### src/rtl/alu_iter.sv
// Multi-cycle R-type ALU. Shifts run iteratively, STEP bits per cycle. All other ops
// finish in one cycle.
// Ports:
//   clk, reset        - rising-edge clock, synchronous active-high reset
//   start             - request, sampled only while idle
//   i_datain          - instruction word (opcode [31:26], shamt [10:6], funct [5:0])
//   gr1, gr2          - operands; gr1 is the shifted value, gr2 gives variable shift amounts
//   c                 - registered result, held until the next completed operation
//   busy, done        - busy while shifting; done pulses for one cycle on completion
//   zero, neg         - flags of c, updated together with c
//   overflow, illegal - signed add/sub overflow; last accepted op was unsupported
module alu_iter #(
  parameter int unsigned WIDTH   = 32,
  parameter int unsigned STEP    = 1,
  parameter int unsigned SHAMT_W = $clog2(WIDTH)
) (
  input  logic             clk,
  input  logic             reset,
  input  logic             start,
  input  logic [31:0]      i_datain,
  input  logic [WIDTH-1:0] gr1,
  input  logic [WIDTH-1:0] gr2,
  output logic [WIDTH-1:0] c,
  output logic             busy,
  output logic             done,
  output logic             zero,
  output logic             neg,
  output logic             overflow,
  output logic             illegal
);

  // One extra bit so that STEP == WIDTH is representable.
  localparam logic [SHAMT_W:0] StepAmt = (SHAMT_W+1)'(STEP);

  typedef enum logic [0:0] {StIdle, StShift} state_e;
  typedef enum logic [1:0] {ShSll, ShSrl, ShSra} shift_e;

  state_e             state_q, state_d;
  shift_e             kind_q, kind_d;
  logic [WIDTH-1:0]   acc_q, acc_d, c_q, c_d;
  logic [SHAMT_W-1:0] rem_q, rem_d;
  logic               done_q, done_d, zero_q, zero_d, neg_q, neg_d;
  logic               ovf_q, ovf_d, ill_q, ill_d;

  logic [5:0] opcode, funct;
  logic [4:0] shamt;
  logic       unused_instr;

  assign opcode       = i_datain[31:26];
  assign shamt        = i_datain[10:6];
  assign funct        = i_datain[5:0];
  assign unused_instr = ^i_datain[25:11];

  // Decode and single-cycle result
  logic               dec_legal, dec_shift, dec_var, dec_ovf;
  shift_e             dec_kind;
  logic [WIDTH-1:0]   dec_res, sum, diff;
  logic [SHAMT_W-1:0] dec_amt;

  assign sum  = gr1 + gr2;
  assign diff = gr1 - gr2;

  always_comb begin
    dec_legal = 1'b0;
    dec_shift = 1'b0;
    dec_var   = 1'b0;
    dec_kind  = ShSll;
    dec_res   = '0;
    dec_ovf   = 1'b0;
    if (opcode == 6'b000000) begin
      dec_legal = 1'b1;
      case (funct)
        // A zero-amount shift completes immediately with gr1 as the result.
        6'b000000, 6'b000100: begin
          dec_shift = 1'b1; dec_kind = ShSll; dec_var = funct[2]; dec_res = gr1;
        end
        6'b000010, 6'b000110: begin
          dec_shift = 1'b1; dec_kind = ShSrl; dec_var = funct[2]; dec_res = gr1;
        end
        6'b000011, 6'b000111: begin
          dec_shift = 1'b1; dec_kind = ShSra; dec_var = funct[2]; dec_res = gr1;
        end
        6'b100000: begin
          dec_res = sum;
          dec_ovf = (gr1[WIDTH-1] == gr2[WIDTH-1]) && (sum[WIDTH-1] != gr1[WIDTH-1]);
        end
        6'b100001: dec_res = sum;
        6'b100010: begin
          dec_res = diff;
          dec_ovf = (gr1[WIDTH-1] != gr2[WIDTH-1]) && (diff[WIDTH-1] != gr1[WIDTH-1]);
        end
        6'b100011: dec_res = diff;
        6'b100100: dec_res = gr1 & gr2;
        6'b100101: dec_res = gr1 | gr2;
        6'b100110: dec_res = gr1 ^ gr2;
        6'b100111: dec_res = ~(gr1 | gr2);
        6'b101010: dec_res = WIDTH'($signed(gr1) < $signed(gr2));
        6'b101011: dec_res = WIDTH'(gr1 < gr2);
        default:   dec_legal = 1'b0;
      endcase
    end
  end

  assign dec_amt = dec_var ? gr2[SHAMT_W-1:0] : SHAMT_W'(shamt);

  // Iterative shift step: min(STEP, remaining)
  logic [SHAMT_W:0] rem_ext, step_amt, rem_left;
  logic [WIDTH-1:0] shifted;
  logic             last_step;

  assign rem_ext   = {1'b0, rem_q};
  assign step_amt  = (rem_ext < StepAmt) ? rem_ext : StepAmt;
  assign rem_left  = rem_ext - step_amt;
  assign last_step = (rem_left == '0);

  // Arithmetic shift of the accumulator keeps re-filling with the original sign bit.
  always_comb begin
    case (kind_q)
      ShSll:   shifted = acc_q << step_amt;
      ShSrl:   shifted = acc_q >> step_amt;
      ShSra:   shifted = WIDTH'($signed(acc_q) >>> step_amt);
      default: shifted = acc_q;
    endcase
  end

  // FSM state register
  always_ff @(posedge clk) begin
    if (reset) begin
      state_q <= StIdle;
    end else begin
      state_q <= state_d;
    end
  end

  // FSM next state
  always_comb begin
    state_d = state_q;
    case (state_q)
      StIdle:  if (start && dec_legal && dec_shift && (dec_amt != '0)) state_d = StShift;
      StShift: if (last_step) state_d = StIdle;
      default: state_d = StIdle;
    endcase
  end

  // FSM outputs
  always_comb begin
    busy = (state_q == StShift);
  end

  // Datapath next state
  always_comb begin
    c_d    = c_q;
    zero_d = zero_q;
    neg_d  = neg_q;
    ovf_d  = ovf_q;
    ill_d  = ill_q;
    acc_d  = acc_q;
    rem_d  = rem_q;
    kind_d = kind_q;
    done_d = 1'b0;
    case (state_q)
      StIdle: begin
        if (start) begin
          if (!dec_legal) begin
            ill_d  = 1'b1;
            ovf_d  = 1'b0;
            done_d = 1'b1;
          end else if (dec_shift && (dec_amt != '0)) begin
            acc_d  = gr1;
            rem_d  = dec_amt;
            kind_d = dec_kind;
          end else begin
            c_d    = dec_res;
            zero_d = (dec_res == '0);
            neg_d  = dec_res[WIDTH-1];
            ovf_d  = dec_ovf;
            ill_d  = 1'b0;
            done_d = 1'b1;
          end
        end
      end
      StShift: begin
        acc_d = shifted;
        rem_d = rem_left[SHAMT_W-1:0];
        if (last_step) begin
          c_d    = shifted;
          zero_d = (shifted == '0);
          neg_d  = shifted[WIDTH-1];
          ovf_d  = 1'b0;
          ill_d  = 1'b0;
          done_d = 1'b1;
        end
      end
      default: ;
    endcase
  end

  always_ff @(posedge clk) begin
    if (reset) begin
      c_q    <= '0;
      zero_q <= 1'b0;
      neg_q  <= 1'b0;
      ovf_q  <= 1'b0;
      ill_q  <= 1'b0;
      done_q <= 1'b0;
      acc_q  <= '0;
      rem_q  <= '0;
      kind_q <= ShSll;
    end else begin
      c_q    <= c_d;
      zero_q <= zero_d;
      neg_q  <= neg_d;
      ovf_q  <= ovf_d;
      ill_q  <= ill_d;
      done_q <= done_d;
      acc_q  <= acc_d;
      rem_q  <= rem_d;
      kind_q <= kind_d;
    end
  end

  assign c        = c_q;
  assign done     = done_q;
  assign zero     = zero_q;
  assign neg      = neg_q;
  assign overflow = ovf_q;
  assign illegal  = ill_q;

endmodule

### config.mk
export PLATFORM = sky130hd
export DESIGN_NAME = alu_iter
export DESIGN_NICKNAME = d
export VERILOG_FILES = /design/src/rtl/alu_iter.sv
export SDC_FILE = /design/constraint.sdc
export NUM_CORES = 1
export LEC_CHECK = 0
export ABC_CLOCK_PERIOD_IN_PS = 11150
export CORE_MARGIN = 4
export CORE_UTILIZATION = 25
export CTS_CLUSTER_DIAMETER = 80
export DETAILED_ROUTE_END_ITERATION = 10
export DONT_BUFFER_PORTS = 1
export GPL_TIMING_DRIVEN = 0
export HOLD_SLACK_MARGIN = 0.02
export PLACE_DENSITY_LB_ADDON = 0.25
export SYNTH_ARGS = -nofsm -noshare
export SYNTH_HDL_FRONTEND = slang
export SYNTH_SLANG_ARGS = --single-unit
### constraint.sdc
create_clock -name clk -period 11.15 [get_ports clk]
set_input_delay 2.23 -clock clk [delete_from_list [all_inputs] [get_ports clk]]
set_output_delay 2.23 -clock clk [all_outputs]
set_load 0.01 [all_outputs]
==> results_dict.tcl <==
set metrics [dict create \
    status "complete, no violations" \
    fin_tns_setup_ps 0 \
    ios 137 \
    ant_nets 0 \
    crit_path_start_kind "primary input" \
    yosys_most_used_dff "dfxtp_1" \
    place.gp.congestion 0.989 \
    syn_nets 1844 \
    synth_area_um2 11000 \
    fin_skew_ps 10.2 \
    vias 13500 \
    hold_slack_ps 506 \
    place_ws_ps 4080 \
    core-area_um2 43400 \
    synth.distinct_cells 90 \
    grt_max_degree 13 \
    period_share 0.622 \
    drv_slew 0 \
    rr_worst_depth 12 \
    seq_area_frac_synth 0.138 \
    grt_use_total 0.243 \
    power_frac_seq 0.278 \
    setup.worst_path.class "primary input to flop" \
    crit_start "i_datain[1]" \
    min_path_type "flop to flop" \
    htreeDepth 3 \
    maxCapViolCount 0 \
    cts_hold_buf 0 \
    antenna_found_initial 0 \
    rsz0062_at_grt "false" \
    layout-drive-gt1-share 0.0443 \
    worst-slew-pin-transition_ps 1330 \
    first_global_vias 12800 \
    power_frac_comb 0.363 \
    regArea_um2 1520 \
    rows 76 \
    hp-start "c[0]" \
    cts_tree "yes" \
    cts_max_path_buffers 2 \
    drt-pass1-iter-count 6 \
    p_int_mw 0.612 \
    hold_viol 0 \
    worst_skew_pair.late_latency_ps 350 \
    finalCriticalPeriod_ps 6930 \
    leakagePower_nw 4.41 \
    setup_viol 0 \
    cp_max_fo 10 \
    start_util 0.255 \
    drt-total-wl_um 60100 \
    multi_input_area_um2 8610 \
    max-vdd-ir-drop_mv 0.0582 \
    fmax_ghz 0.144 \
    cts_setup_buffers 0 \
    dp_hpwl_um 47500 \
    cts.sinks 76 \
    drt_iter0_markers 1808 \
    portBuffers 0 \
    final.setup.worst_slack_ps 4220 \
    avgRoutedWirePerCell_um 26.9 \
    cp.arrival_ps 7190 \
    syn_avg_cell_area_um2 6.78 \
    die_h_um 218 \
    utilization 0.280 \
    reg2reg_from "rem_q[1]" \
    power.share.switching 0.378 \
    hold_end "c[0]" \
    ys_seq_elements 76 \
    r2r_end "zero" \
    cts_root_buf "clkbuf_16" \
    cp.required_ps 11410 \
    rrSetupSlack_ps 6860 \
    critPathCaptureType "flop" \
    p_sw_mw 0.371 \
    syn_inst 1629 \
    layout.nets 1857 \
    synthArstFlopShare 0 \
    yosysWarnings 0 \
    grt_overflow 0 \
    drc 0 \
    syn_to_final_growth_pct 10.1 \
    viasPerCell 6.05 \
    numCtsBuffers 9 \
    grt_pass1_wl_um 87300 \
    n_fill_cell 4897 \
    cts.repair.resized 0 \
    synth-edff-count 0 \
    hold_depth 2 \
    path_clk_slew_ps 60 \
    diodes 0 \
    die_w_um 218 \
    power_per_cell_area_nw_per_um2 80.9 \
    die_area_um2 47600 \
    relSlewSlack 0.110 \
    clock_power_share 0.359 \
]
stage by stage:
step           std cells  cell area [um2]  power (mW)
2_1_floorplan       1629            11000       0.511
3_3_place_gp        2214            11800       0.622
3_5_place_dp        2216            11800       0.622
4_1_cts             2232            12200       0.972
5_1_grt             2232            12200        1.02
6_report            2232            12200       0.983
power by group through the flow:
stage / combinational [mW] / sequential (mW) / clock, mW
2_1_floorplan: 0.232 / 0.279 / 0
3_3_place_gp: 0.343 / 0.279 / 0
3_5_place_dp: 0.343 / 0.279 / 0
4_1_cts: 0.345 / 0.273 / 0.354
5_1_grt: 0.384 / 0.273 / 0.365
6_report: 0.357 / 0.273 / 0.353
routing by layer:
metal  vias up  GRT usage  part of all wire
li1       6051          -                 -
met3       161     0.0388             0.088
met4         0      0.105             0.050
met1      6495      0.323              0.42
met2       798      0.390              0.45
met5         -          0                 0
synth_stat cells (15+ instances only):
library cell  instances  area [um2]
o211ai_1             19         143
o31ai_1              21         158
o21ai_0              81         405
nand3_1              37         185
inv_1                99         372
nor3_1               43         215
dfxtp_1              76        1520
nand2_1             142         533
nand4_1              25         156
a21oi_1             131         656
a31oi_1              23         144
o22ai_1              26         163
a211oi_1             87         653
mux2i_1              15         150
a22oi_1              16         120
mux2_2               20         225
nor2_1              189         709
clkbuf_1            101         379
o221ai_1             35         307
buf_1                16        60.1
nand2b_1             19         119
a21o_1               21         158
o21ai_1              31         155
ha_1                114        1430
nor4_1               15        93.8
area by class of cell:
class,instances,share of cell area
timing repair buffer,2,0.00134
clock inverter,4,0.00783
multi-input combinational,1315,0.709
inverter,111,0.0343
clock buffer,12,0.0211
tap,585,0.0602
sequential,76,0.125
buffer,127,0.0410
kinds of logic (layout without fill, tap and decap cells):
family,after synthesis,in the layout,share of synthesized area
xor gates and xnor gates,16,16,0.0127
AOI/OAI and AO/OA,604,604,0.368
DFF,76,76,0.138
buffers and inverters,238,256,0.0829
and+or+nand+nor,544,544,0.231
muxes,35,35,0.0340
adders and majority gates,116,116,0.133
cell usage in the layout, fill, tap and decap left out, drive strengths merged, types with 43 or more instances in the layout:
master and instances:
nand2 143, a211oi 87, nor2 190, nor3 43, dfxtp 76, inv 110, ha 114, clkbuf 115
o21ai 112, a21oi 131
registers in the layout, indices dropped and copies added, names as in the netlist:
name,count
overflow,1
rem_q,5
c,32
kind_q,2
busy,1
illegal,1
zero,1
done,1
acc_q,32
worst max-delay path: stages:
cell	delay, ps
nand2b_1	70
clkbuf_1	730
and3b_1	270
clkbuf_1	570
clkbuf_1	770
buf_1	920
a22oi_1	220
o21ai_1	190
a2111oi_0	110
a211oi_1	650
nand2_1	170
a311oi_1	280
how the worst max path moves through the flow:
stage          cells after the start  slack (ps)  endpoint
6_report                          12        4220     c[23]
5_1_grt                           12        4280      zero
4_1_cts                           12        4430     c[23]
3_5_place_dp                      12        4080     c[23]
3_3_place_gp                      12        3980     c[23]
2_1_floorplan                     15        5700      zero
Note: power is estimated with default switching activity, not from simulation.
